===== src/rtl/mem_arbiter.sv =====
// Two-port round-robin arbiter and four-cycle access sequencer for the shared memory.
// A granted access runs MAR load then data transfer; all memory strobes originate here.
module mem_arbiter #(
    parameter int ADDR_W = 16,
    parameter int DATA_W = 8
) (
    input  logic              i_clk,
    input  logic              i_rst_n,
    input  logic              i_req0,
    input  logic              i_req1,
    input  logic              i_we0,
    input  logic              i_we1,
    input  logic [ADDR_W-1:0] i_addr0,
    input  logic [ADDR_W-1:0] i_addr1,
    input  logic [DATA_W-1:0] i_wdata0,
    input  logic [DATA_W-1:0] i_wdata1,
    output logic [1:0]        o_gnt,
    output logic [1:0]        o_ack,
    output logic [DATA_W-1:0] o_rdata,
    output logic              o_busy,
    output logic [ADDR_W-1:0] o_mem_bus,
    output logic              o_mem_mar_write_en,
    output logic              o_mem_write_en,
    output logic              o_mem_out_en,
    input  logic [DATA_W-1:0] i_mem_out
);

    // state | meaning
    // IDLE  | waiting for a request; arbitration happens here
    // ADDR  | latched address on the bus, MAR load strobe
    // DATA  | write data + write strobe, or read output enable
    // DONE  | ack pulse to the served port
    typedef enum logic [1:0] {
        S_IDLE = 2'd0,
        S_ADDR = 2'd1,
        S_DATA = 2'd2,
        S_DONE = 2'd3
    } state_t;

    state_t             r_state;
    state_t             w_state_nxt;
    logic               r_last;
    logic               r_port;
    logic               r_we;
    logic [ADDR_W-1:0]  r_addr;
    logic [DATA_W-1:0]  r_wdata;
    logic [DATA_W-1:0]  r_rdata;
    logic               w_any_req;
    logic               w_sel;
    logic               w_grant;

    // On a tie the port not served last wins; otherwise the lone requester.
    always_comb begin
        w_any_req = i_req0 | i_req1;
        if (i_req0 && i_req1) begin
            w_sel = ~r_last;
        end else begin
            w_sel = i_req1;
        end
        w_grant = (r_state == S_IDLE) && w_any_req;
    end

    always_ff @(posedge i_clk or negedge i_rst_n) begin
        if (!i_rst_n) begin
            r_state <= S_IDLE;
        end else begin
            r_state <= w_state_nxt;
        end
    end

    always_comb begin
        w_state_nxt = r_state;
        case (r_state)
            S_IDLE:  if (w_any_req) w_state_nxt = S_ADDR;
            S_ADDR:  w_state_nxt = S_DATA;
            S_DATA:  w_state_nxt = S_DONE;
            S_DONE:  w_state_nxt = S_IDLE;
            default: w_state_nxt = S_IDLE;
        endcase
    end

    // Request attributes are frozen at grant so later port activity cannot disturb the access.
    always_ff @(posedge i_clk or negedge i_rst_n) begin
        if (!i_rst_n) begin
            r_last  <= 1'b1;
            r_port  <= 1'b0;
            r_we    <= 1'b0;
            r_addr  <= '0;
            r_wdata <= '0;
        end else if (w_grant) begin
            r_last  <= w_sel;
            r_port  <= w_sel;
            r_we    <= w_sel ? i_we1 : i_we0;
            r_addr  <= w_sel ? i_addr1 : i_addr0;
            r_wdata <= w_sel ? i_wdata1 : i_wdata0;
        end
    end

    always_ff @(posedge i_clk or negedge i_rst_n) begin
        if (!i_rst_n) begin
            r_rdata <= '0;
        end else if (r_state == S_DATA && !r_we) begin
            r_rdata <= i_mem_out;
        end
    end

    always_comb begin
        o_mem_bus          = '0;
        o_mem_mar_write_en = 1'b0;
        o_mem_write_en     = 1'b0;
        o_mem_out_en       = 1'b0;
        o_ack              = 2'b00;
        case (r_state)
            S_ADDR: begin
                o_mem_bus          = r_addr;
                o_mem_mar_write_en = 1'b1;
            end
            S_DATA: begin
                if (r_we) begin
                    o_mem_bus      = ADDR_W'(r_wdata);
                    o_mem_write_en = 1'b1;
                end else begin
                    o_mem_out_en   = 1'b1;
                end
            end
            S_DONE: begin
                o_ack = r_port ? 2'b10 : 2'b01;
            end
            default: begin
                o_mem_bus = '0;
            end
        endcase
    end

    always_comb begin
        o_busy  = (r_state != S_IDLE);
        o_gnt   = o_busy ? (r_port ? 2'b10 : 2'b01) : 2'b00;
        o_rdata = r_rdata;
    end

endmodule


===== config.mk =====
export PLATFORM = sky130hd
export DESIGN_NAME = mem_arbiter
export DESIGN_NICKNAME = d
export VERILOG_FILES = /design/src/rtl/mem_arbiter.sv
export SDC_FILE = /design/constraint.sdc
export NUM_CORES = 1
export LEC_CHECK = 0
export BUFFER_PORTS_ARGS = -buffer_cell sky130_fd_sc_hd__buf_2
export CAP_MARGIN = 5
export CORE_MARGIN = 2
export CORE_UTILIZATION = 41
export DETAILED_ROUTE_END_ITERATION = 7
export PLACE_DENSITY = 0.85
export SETUP_SLACK_MARGIN = 0.15
export SLEW_MARGIN = 10
export SYNTH_ARGS = -nofsm -noshare
export SYNTH_HDL_FRONTEND = slang
export SYNTH_SLANG_ARGS = --single-unit

===== constraint.sdc =====
create_clock -name i_clk -period 1.5 [get_ports i_clk]
set_input_delay 0.075 -clock i_clk [delete_from_list [all_inputs] [get_ports i_clk]]
set_output_delay 0.075 -clock i_clk [all_outputs]
set_load 0.03 [all_outputs]

# Word-level counts from Yosys, hierarchy flattened
# Cells that the tools add are included.
dict set report op_classes {
  eq_ne 4
  n_mux 16
  n_reduce_logical 6
  n_bitwise 2
}
# cell count
set op_table {}
lappend op_table {{one-hot mux 16 bit (2 select lines)} 1}
lappend op_table {{2-to-1 mux 16 bit} 1}
lappend op_table {{2-to-1 mux 8 bit} 2}
lappend op_table {{2-to-1 mux 2 bit} 4}
lappend op_table {{one-hot mux 2 bit (4 select lines)} 1}
lappend op_table {{2-to-1 mux 1 bit} 7}
lappend op_table {{== test 2 bit (second input constant)} 2}
lappend op_table {{logical AND 1 bit} 3}
lappend op_table {{== test 2 x 1 -> 1 bit (second input constant)} 1}
lappend op_table {{zero test 2 bit} 1}
lappend op_table {{!= test 2 bit (second input constant)} 1}
lappend op_table {{nonzero test 2 bit} 1}
lappend op_table {{zero test 1 bit} 1}
lappend op_table {{NOT 1 bit} 1}
lappend op_table {{bitwise OR 1 bit} 1}
dict set report word_totals {
  wordCells 35
  input_bits 62
  output_inout_bits 32
  regBits 37
}

# Logic depth before layout (Yosys ltp)
dict set report logic_depth {
  ltp_word 3
  ltp_mapped 7
}

# Worst setup path before layout
# Ideal clock, no wire load.
dict set report synth_path {
  kind {register to output}
  from {reg r_state[0]}
  to {out o_mem_bus[0]}
  path_buffers 1
  path_stages_with_launch 7
  setup_slack_ns -0.369
  required_ns 1.425
  arrival_time_ns 1.794
  path_cell_list {dfrtp_1 -> inv_1 -> ha_1 -> and2_1 -> clkbuf_1 -> a22oi_1 -> nor2b_1}
}
dict set report synth_via {
  elab_chain_len 2
  word_cells_on_any_way 3
  classes_between {eq/ne (2); mux (1)}
}
# element line_no
set synth_lines {}
lappend synth_lines {{from (decl)} 40} ;# state_t r_state;
lappend synth_lines {{from (signal assigned)} 67} ;# r_state <= w_state_nxt;
lappend synth_lines {{== test 2 bit or == test 2 x 1 -> 1 bit (tied branches)} 113} ;# case (r_state)
lappend synth_lines {{one-hot mux 16 bit (2 select lines) (*)} 113}
lappend synth_lines {{to (decl)} 21} ;# output logic [ADDR_W-1:0] o_mem_bus,
# Every way passes the cells marked *; elsewhere a longest branch is shown, timed or not.

# Final worst setup path
dict set report layout_path {
  from {reg r_state[1]}
  to {out o_mem_bus[5]}
}
# The elaborated chain is that of the path after synthesis.

==> flow_summary.ini <==
[yosys]
syn_avg_cell_area_sq_um = 9.17
synth.ff_latch_count = 37
synthTopCellsByArea = dfrtp_1 (47%), a21oi_1 (14%), nor2_1 (5.3%)
synth_edf_count = 0
synthCells = 209
yosys_warnings = 0
syn_area_sq_mm = 0.00192
synth_cell_types = 26
syn_nets = 275
yosysMostFrequentCell = a21oi_1
seq_area_frac_synth_pct = 48.4
synth-async-reset-ratio_pct = 100
netlist.area_leader.share_pct = 47.0
ys.flop_type = dfrtp_1
synth_common_cells = a21oi_1 (52), dfrtp_1 (36), nor2_1 (27)
synth_top_cell_by_area = dfrtp_1

[critical_path]
cp_data_required_time_ns = 1.42
crit_path_frequent_cell = buf_6
critPathKind = reg2out
critPathMaxStageDelay_ns = 0.41
worstSetupEndpointType = output pin
start_kind = flip-flop
critPathTopFamily = flip-flops
cp.arrival_ns = 1.62
cp_cell_sequence = buf_6 -> ha_4 -> and2_4 -> buf_6 -> a22oi_2 -> nor2b_2 -> buf_6
cp_max_fo = 4
critPathSlowestCell = dfrtp_1
crit_path_start = r_state[1]
r2r_start = r_state[0]
critPathBufInv = 3

[placement]
portBuffers = 93
dpl.hpwl_um = 3720
dp_cells = 354
placed_cell_area_sq_mm = 0.00251
place_worst_setup_slack_ns = -0.0720
place_congestion = 0.821

[pwr]
peakVddDrop_v = 0.00133
p_per_area_mw_per_mm2 = 2490
power.static_leakage_nw = 1.56

[route]
wirelength_um = 7010
wl_per_cell_um = 18.2
drt-initial-drc-count = 65
firstDrtPassIters = 4
ant_nets = 0
via_count = 2039
via_per_inst = 5.30
drc_errors = 0

[floorplan]
core_sq_mm = 0.00441
ios = 94
die-area_sq_mm = 0.00524
die_w_um = 72.4
fp.dieH_um = 72.4
rows = 24
start_util_pct = 43.4

[global_routing]
overflow = 0
met2_usage_pct = 47.8
grt_start_max_net_pins = 26
grtUsageMet1_pct = 32.7
grt_use_met3_pct = 4.17
grt_usage_pct = 26.3
grt_pass1_wl_um = 10400
top_usage_layer = met2
grt_pass1_vias = 2102
antenna_found_initial = 0

[clock_network]
h-tree-depth = 2
cts_root_buf = clkbuf_8
cts_buffer_depth = 2
clkTransAtPathRegs_ns = 0.07
cts_tree = yes
insertion_delay_ns = 0.28
cts_buffers = 5
clock-sinks = 37

[sta]
rsz0062_at_grt = true
finalSetupViolCount = 51
setup_slack_ns = -0.191
final.setup.tns_ns = -4.73
slew_headroom_pct = 35.8
drv_slew = 0
worstMarginPinSlew_ns = 0.957
finalHoldViolCount = 0
fmax_ghz = 0.592
layout_min_cycle_time_ns = 1.69
holdWs_ns = 0.0251
fin_skew_ns = 0.00956
period_share_pct = 113

[outcome]
failed_checks = negative setup slack
outcome = finished, violations left

[layout]
antenna_cells = 0
drive_gt1_share_pct = 77.2
synthToLayoutAreaGrowth_pct = 85.2
stdcell_count = 385
nNetsFinal = 399
nFillCells = 268
final_area_sq_mm = 0.00355

[min_path]
hold_class = in2reg
hp-start = i_addr0[9]

[job]
max-cap-violations = 0
-- registers in the layout, indices dropped and copies added (netlist names) --
| name | cells |
|---|---|
| o_rdata | 8 |
| r_wdata | 8 |
| r_port | 1 |
| r_last | 1 |
| r_addr | 16 |
| r_state | 2 |
| r_we | 1 |
-- per-layer routing --
metal | vias to the layer above | wire length [um]
met3 | 9 | 366
met1 | 999 | 2810
met5 | - | 0
met4 | 0 | 91
met2 | 76 | 3750
li1 | 955 | -
-- path summary, 6_finish.rpt --
path	end	slack, ns	cells past startpoint
setup reg to reg	r_wdata[4]	-0.14	9
max in group asynchronous	r_wdata[2]	0.64	3
hold reg to reg	o_rdata[2]	0.50	1
setup / recovery	o_mem_bus[5]	-0.19	7
hold / removal	r_addr[9]	0.03	3
min in group asynchronous	r_state[0]	0.32	2
-- worst register-to-register path: stages, from the launching register on --
cell,delay (ns)
dfrtp_1,0.42
inv_2,0.10
buf_6,0.10
ha_4,0.17
buf_6,0.13
buf_6,0.10
o21a_4,0.20
buf_12,0.16
nor2_2,0.04
a21oi_1,0.13
-- layout by cell type (no fill, tap or decap), drive strengths merged --
cell	netlist	routed
a21bo	1	1
a21boi	1	2
a21oi	52	52
a22oi	8	8
a31oi	1	1
and2	10	10
and2b	1	1
buf	12	129
clkbuf	2	7
dfrtp	36	36
dfstp	1	1
dlygate4sd3	0	1
ha	4	4
inv	3	3
mux2	9	9
nand2	26	26
nor2	27	27
nor2b	10	10
nor3	1	1
o21a	1	1
o21ai	2	2
or3	1	1
-- cell type report --
class	instances	area, sq um	share of cell area, %
inverter	3	18.8	0.529
clock buffer	7	86.3	2.43
timing repair buffer	130	1100	31.0
tap	52	65.1	1.83
sequential	37	927	26.1
multi-input combinational	156	1350	38.1
-- cells by family after synthesis --
group | Yosys count | synth area share, %
and+or+nand+nor | 76 | 18.2
AOI/OAI and AO/OA | 66 | 19.6
DFF | 37 | 48.4
adders and majority gates | 4 | 2.61
muxes | 9 | 5.48
buffers and inverters | 17 | 5.68
-- where the power goes --
group,leakage [nW],switching (mW),internal [mW]
clock,0.0443,0.330,0.365
sequential,0.418,0.518,1.53
combinational,1.10,3.03,3.08
-- through the flow --
step	total power, mW	utilization [%]
after floorplan	4.41	-
after global placement	5.32	56.9
after detailed placement	5.43	56.9
after CTS	8.02	74.0
after global routing	9.31	80.4
final	8.85	80.4
-- repair_timing --
action	CTS	global route
resized for setup	139	62
endpoints found under the hold margin	22	0
hold buffers	1	0
gates cloned	6	1
setup endpoints to repair	59	61
setup buffers	13	3
pin swaps	29	16
(Power assumes the default switching activity.)
